File: src/rtl/cpu_ctrl_pkg.sv
// cpu_ctrl_pkg: opcode encodings, sequencer states and control-word bit layout for cpu_ctrl_fsm
package cpu_ctrl_pkg;

    typedef enum logic [2:0] {S0, S1, S2, S3, S4, S5, S6, S7} state_t;

    localparam logic [2:0] OP_HLT = 3'd0;
    localparam logic [2:0] OP_SKZ = 3'd1;
    localparam logic [2:0] OP_ADD = 3'd2;
    localparam logic [2:0] OP_AND = 3'd3;
    localparam logic [2:0] OP_XOR = 3'd4;
    localparam logic [2:0] OP_LDA = 3'd5;
    localparam logic [2:0] OP_STO = 3'd6;
    localparam logic [2:0] OP_JMP = 3'd7;

    localparam int CW_INC_PC   = 0;
    localparam int CW_LOAD_PC  = 1;
    localparam int CW_LOAD_IR  = 2;
    localparam int CW_LOAD_ACC = 3;
    localparam int CW_RD       = 4;
    localparam int CW_WR       = 5;
    localparam int CW_DATACTL  = 6;
    localparam int CW_HALT     = 7;
    localparam int CW_W        = 8;

    typedef logic [CW_W-1:0] cw_t;

endpackage

File: src/rtl/cpu_ctrl_decode.sv
// cpu_ctrl_decode: combinational (state, opcode, zero) -> control word
module cpu_ctrl_decode
    import cpu_ctrl_pkg::*;
(
    input  state_t     state_i,
    input  logic [2:0] opcode_i,
    input  logic       zero_i,
    output cw_t        cw_o
);

    logic alu, sto, jmp, skip, fetch_ph;

    assign alu      = opcode_i inside {OP_ADD, OP_AND, OP_XOR, OP_LDA};
    assign sto      = opcode_i == OP_STO;
    assign jmp      = opcode_i == OP_JMP;
    assign skip     = opcode_i == OP_SKZ && zero_i;
    assign fetch_ph = state_i == S0 || state_i == S1;

    // S0/S1 fetch the two IR bytes; S3..S7 execute according to the opcode
    always_comb begin
        cw_o = '0;
        cw_o[CW_INC_PC]   = fetch_ph || (state_i == S5 && (jmp || skip)) || (state_i == S7 && skip);
        cw_o[CW_LOAD_PC]  = (state_i == S4 || state_i == S5) && jmp;
        cw_o[CW_LOAD_IR]  = fetch_ph;
        cw_o[CW_LOAD_ACC] = state_i == S5 && alu;
        cw_o[CW_RD]       = fetch_ph || (state_i inside {S4, S5, S6} && alu);
        cw_o[CW_WR]       = state_i == S6 && sto;
        cw_o[CW_DATACTL]  = state_i inside {S4, S5, S6, S7} && sto;
        cw_o[CW_HALT]     = state_i == S3 && opcode_i == OP_HLT;
    end

endmodule

File: src/rtl/cpu_ctrl_fsm.sv
// cpu_ctrl_fsm: 8-step instruction sequencer started by fetch edges; optional resume port via CPU_CTRL_RESUME_EN
module cpu_ctrl_fsm
    import cpu_ctrl_pkg::*;
#(
    parameter int unsigned OP_W = 3
) (
    input  logic            clk,
    input  logic            reset,
`ifdef CPU_CTRL_RESUME_EN
    input  logic            resume,
`endif
    input  logic            fetch,
    input  logic [OP_W-1:0] opcode,
    input  logic            zero,
    output logic            inc_pc,
    output logic            load_pc,
    output logic            load_ir,
    output logic            load_acc,
    output logic            rd,
    output logic            wr,
    output logic            datactl_ena,
    output logic            halt,
    output logic            busy
);

    state_t state_q, state_d;
    logic   running_q, running_d;
    logic   halted_q, halted_d;
    logic   fetch_q;
    cw_t    cw;

    cpu_ctrl_decode u_decode (
        .state_i  (state_q),
        .opcode_i (opcode),
        .zero_i   (zero),
        .cw_o     (cw)
    );

    // State register with synchronous reset; fetch_q tracks fetch for edge detection
    always_ff @(posedge clk) begin
        if (reset) begin
            state_q   <= S0;
            running_q <= 1'b0;
            halted_q  <= 1'b0;
            fetch_q   <= 1'b0;
        end else begin
            state_q   <= state_d;
            running_q <= running_d;
            halted_q  <= halted_d;
            fetch_q   <= fetch;
        end
    end

    // Next state: hold while halted, step while running, arm on a fetch rising edge when idle
    always_comb begin
        state_d   = state_q;
        running_d = running_q;
        halted_d  = halted_q;
        if (halted_q) begin
`ifdef CPU_CTRL_RESUME_EN
            if (resume) begin
                halted_d  = 1'b0;
                running_d = 1'b0;
            end
`endif
        end else if (running_q) begin
            if (cw[CW_HALT]) begin
                halted_d  = 1'b1;
                running_d = 1'b0;
                state_d   = S0;
            end else begin
                state_d = state_t'(state_q + 3'd1);
            end
        end else if (fetch && !fetch_q) begin
            running_d = 1'b1;
            state_d   = S0;
        end
    end

    assign inc_pc      = running_q & cw[CW_INC_PC];
    assign load_pc     = running_q & cw[CW_LOAD_PC];
    assign load_ir     = running_q & cw[CW_LOAD_IR];
    assign load_acc    = running_q & cw[CW_LOAD_ACC];
    assign rd          = running_q & cw[CW_RD];
    assign wr          = running_q & cw[CW_WR];
    assign datactl_ena = running_q & cw[CW_DATACTL];
    assign halt        = halted_q | (running_q & cw[CW_HALT]);
    assign busy        = running_q;

endmodule
File: config.mk
export PLATFORM = sky130hd
export DESIGN_NAME = cpu_ctrl_fsm
export DESIGN_NICKNAME = d
export VERILOG_FILES = /design/src/rtl/cpu_ctrl_pkg.sv /design/src/rtl/cpu_ctrl_decode.sv /design/src/rtl/cpu_ctrl_fsm.sv
export SDC_FILE = /design/constraint.sdc
export NUM_CORES = 1
export LEC_CHECK = 0
export BUFFER_PORTS_ARGS = -buffer_cell sky130_fd_sc_hd__buf_4
export CORE_AREA = 3 3 40 42
export CTS_CLUSTER_SIZE = 28
export DETAILED_ROUTE_END_ITERATION = 7
export DIE_AREA = 0 0 43 45
export RECOVER_POWER = 50
export SETUP_SLACK_MARGIN = 0.2
export SLEW_MARGIN = 25
export SYNTH_ARGS = -nofsm -noshare
export SYNTH_HDL_FRONTEND = slang
export SYNTH_SLANG_ARGS = --single-unit
File: constraint.sdc
create_clock -name clk -period 1.53 [get_ports clk]
set_input_delay 0.0765 -clock clk [delete_from_list [all_inputs] [get_ports clk]]
set_output_delay 0.0765 -clock clk [all_outputs]
set_load 0.02 [all_outputs]
==> run_results.csv <==
group,metric,value,unit
sta,hold_viol,0,
floorplan,die_w,43,um
finish,stdcell_count,92,
power,power.density,577,nW/um^2
synthesis,syn-cell-area,430,um^2
power,p_comb_frac,0.232,
clock_tree,htree_levels,1,
grt,grt_pass1_wl,1.77,mm
synthesis,yosys_warnings,0,
detailed_routing,dr.first_iter.drc_count,0,
critical_path,crit_path_max_fanout,5,
placed_design,dp_hpwl,769,um
synthesis,syn_avg_cell_area,8.78,um^2
placed_design,dp_slack,0.0722,ns
detailed_routing,drc,0,
sta,finClkSkew,0.00772,ns
power,internal_power,0.307,mW
sta,min_period,1.54,ns
sta,rsz0062_at_grt,"true",
placed_design,place_inst,80,
sta,finalSetupViolations,1,
power,p_leak,0.324,nW
sta,tightest_slew,0.377,ns
sta,period_share,1.01,
run_status,violations,"setup timing",
synthesis,ys_seq_area_frac,0.279,
grt,antenna_found_initial,0,
clock_tree,clk_pin_slew,0.05,ns
grt,grt_usage,0.121,
sta,relSlewSlack,0.748,
finish,multiInputGateArea,357,um^2
critical_path,critPathKind,"flip-flop to output pin",
detailed_routing,firstDrtPassIters,1,
synthesis,syn_inst,49,
critical_path,required,1.45,ns
power,p_seq_frac,0.390,
power,total_power,0.428,mW
critical_path,path_common_cell,"ha_4",
clock_tree,ctsHoldBuffers,0,
critical_path,endpoint_kind,"output pin",
detailed_routing,wl_per_cell,12.0,um
critical_path,critPathMaxStageDelay,0.36,ns
run,drv_cap,0,
clock_tree,cts_inserted_buffers,3,
finish,nFillCells,121,
placed_design,portBuffers,15,
detailed_routing,num_vias,465,
grt,grt_pass1_vias,420,
clock_tree,cts.root.buffer_cell,"clkbuf_4",
critical_path,critical-path-top-delay-family,"flip-flops",
critical_path,critPathSlowestCell,"dfxtp_4",
synthesis,synth_cell_type_count,25,
synthesis,synth_fp_nets,61,
clock_tree,cts.sinks,6,
synthesis,ys_seq_elements,6,
sta,setup_ws,-0.00877,ns
finish,final_nets,90,
grt,grt.overflow.total,0,
placed_design,place.gp.congestion,0.697,
min_path,min_path_cells,2,
run_status,outcome,"finished with violations",
clock_tree,insertion_delay,0.25,ns
floorplan,initial_core_util,0.335,
sta,max_freq,650,MHz
power,p_sw_frac,0.282,
detailed_routing,postRouteAntennaNets,0,
critical_path,ff2ff_path_depth,5,
floorplan,coreArea,1280,um^2
finish,diodes,0,
power,clkPwrFrac,0.378,
floorplan,io_pins,16,
finish,regArea,130,um^2
clock_tree,cts_tree,"done",
floorplan,fp.dieH,45,um
grt,grt_max_degree,10,
critical_path,worstPathCellList,"ha_4 > ha_4 > nor4b_4 > a21o_2 > buf_6",
power,peakVddDrop,412,uV
floorplan,dieArea,1940,um^2
critical_path,critPathBufInv,1,
detailed_routing,wl,1.11,mm
power,p_switching,0.121,mW
critical_path,cp_data_arrival_time,1.46,ns
clock_tree,cts_buffer_depth,2,
critical_path,critical_path_depth,5,
floorplan,rows,13,
min_path,hold_path_class,"input pin to flip-flop",
sta,drv_slew,0,
finish,areaGrowthSynthToFinish,72.4,%
detailed_routing,avgViaCountPerCell,5.05,
finish,drive_gt1_frac,0.558,
critical_path,start_kind,"flip-flop",
## cell usage after synthesis
library cell / n / area [um^2]
nor2_1: 4 / 15.0
and2_1: 1 / 6.26
nor3b_1: 2 / 15.0
nor4b_2: 1 / 15.0
a22o_1: 1 / 8.76
or4_1: 2 / 15.0
a21o_2: 2 / 17.5
inv_2: 1 / 3.75
nor3_1: 1 / 5.00
nand2b_1: 3 / 18.8
dfxtp_1: 6 / 120
inv_1: 3 / 11.3
a21o_1: 1 / 7.51
nand3_1: 2 / 10.0
nand2_1: 2 / 7.51
a221oi_1: 2 / 17.5
a41oi_1: 1 / 8.76
mux2i_1: 2 / 20.0
nor2b_1: 2 / 12.5
clkbuf_1: 1 / 3.75
nand4_1: 1 / 6.26
ha_1: 5 / 62.6
o21bai_1: 1 / 7.51
xnor2_1: 1 / 8.76
nor4_1: 1 / 6.26
## stage by stage
| step | instance area, um^2 | setup TNS, ns | hold WS (ns) | utilization |
|---|---|---|---|---|
| final | 742 | -0.00877 | 0.0601 | 0.577 |
| after global routing | 742 | -0.0967 | 0.100 | 0.577 |
| after floorplan | 488 | 0 | 0.148 | - |
| after detailed placement | 621 | 0 | 0.309 | 0.483 |
| after CTS | 683 | -0.00761 | 0.0461 | 0.532 |
| after global placement | 621 | 0 | 0.308 | 0.483 |
## kinds of logic (layout without fill, tap and decap cells)
logic type | count (synthesis) | in the layout | synth area share
flip-flops | 6 | 6 | 0.279
XOR/XNOR | 1 | 1 | 0.0204
AND/OR/NAND/NOR | 22 | 22 | 0.308
adder cells (fa/ha/maj) | 5 | 5 | 0.145
AO/OA/AOI/OAI | 8 | 8 | 0.157
multiplexers | 2 | 2 | 0.0465
buffers and inverters | 5 | 33 | 0.0436
## area by class of cell
class,instances,share of cell area
multi-input combinational,38,0.481
timing repair buffer,25,0.263
sequential,6,0.175
clock buffer,4,0.0354
tap,15,0.0253
inverter,4,0.0202
## power groups by stage
stage / clock network, mW / logic (mW) / registers (mW)
floorplan: 0 / 0.0428 / 0.174
global placement: 0 / 0.0937 / 0.171
detailed placement: 0 / 0.0924 / 0.171
CTS: 0.166 / 0.0963 / 0.166
global route: 0.180 / 0.109 / 0.168
finish: 0.162 / 0.0994 / 0.167
## metal layers
metal	vias up	global-route usage	wire length [um]
li1	235	-	-
met1	209	0.145	445
met2	17	0.198	543
met3	4	0.0279	85
met4	0	0.0723	34
met5	-	0	0
## worst register-to-register path, stage by stage (launching register included)
cell and delay (ns):
dfxtp_4 0.35, ha_4 0.17, ha_4 0.15, nor4b_4 0.13, or4_1 0.45, mux2i_1 0.12
## path summary, 6_finish.rpt
path | start | to | slack (ns)
setup reg to reg | state_q[0]$_SDFFE_PP0P_ | state_q[1]$_SDFFE_PP0P_ | 0.08
setup / recovery | state_q[0]$_SDFFE_PP0P_ | halt | -0.009
hold reg to reg | halted_q$_SDFF_PP0_ | busy$_SDFFE_PP0N_ | 0.53
hold / removal | fetch | fetch_q$_SDFF_PP0_ | 0.06
## sequential cells by signal, summed over array words and instances, names as in the netlist
| name | count |
|---|---|
| halted_q | 1 |
| busy | 1 |
| state_q | 3 |
| fetch_q | 1 |
## cells in the final DEF (no fill, tap or decap), types with 2 or more instances in the layout
master    netlist  final
nor2_1          4      3
ha_1            5      2
mux2i_1         2      2
buf_6           0      5
inv_2           1      2
a21o_2          2      2
ha_4            0      2
dfxtp_4         0      2
dfxtp_2         0      2
dfxtp_1         6      2
clkbuf_4        0      3
nand2b_1        3      3
inv_1           3      2
nand2_1         2      2
clkbuf_1        1      4
nand3_1         2      2
buf_4           0     17
or4_1           2      2
## timing repair
action | CTS | global route
gates cloned | 0 | 0
resized for setup | 5 | 7
endpoints found under the setup margin | 7 | 11
setup buffers | 2 | 6
pin swaps | 4 | 4
Power figures use the tool's default switching activity.
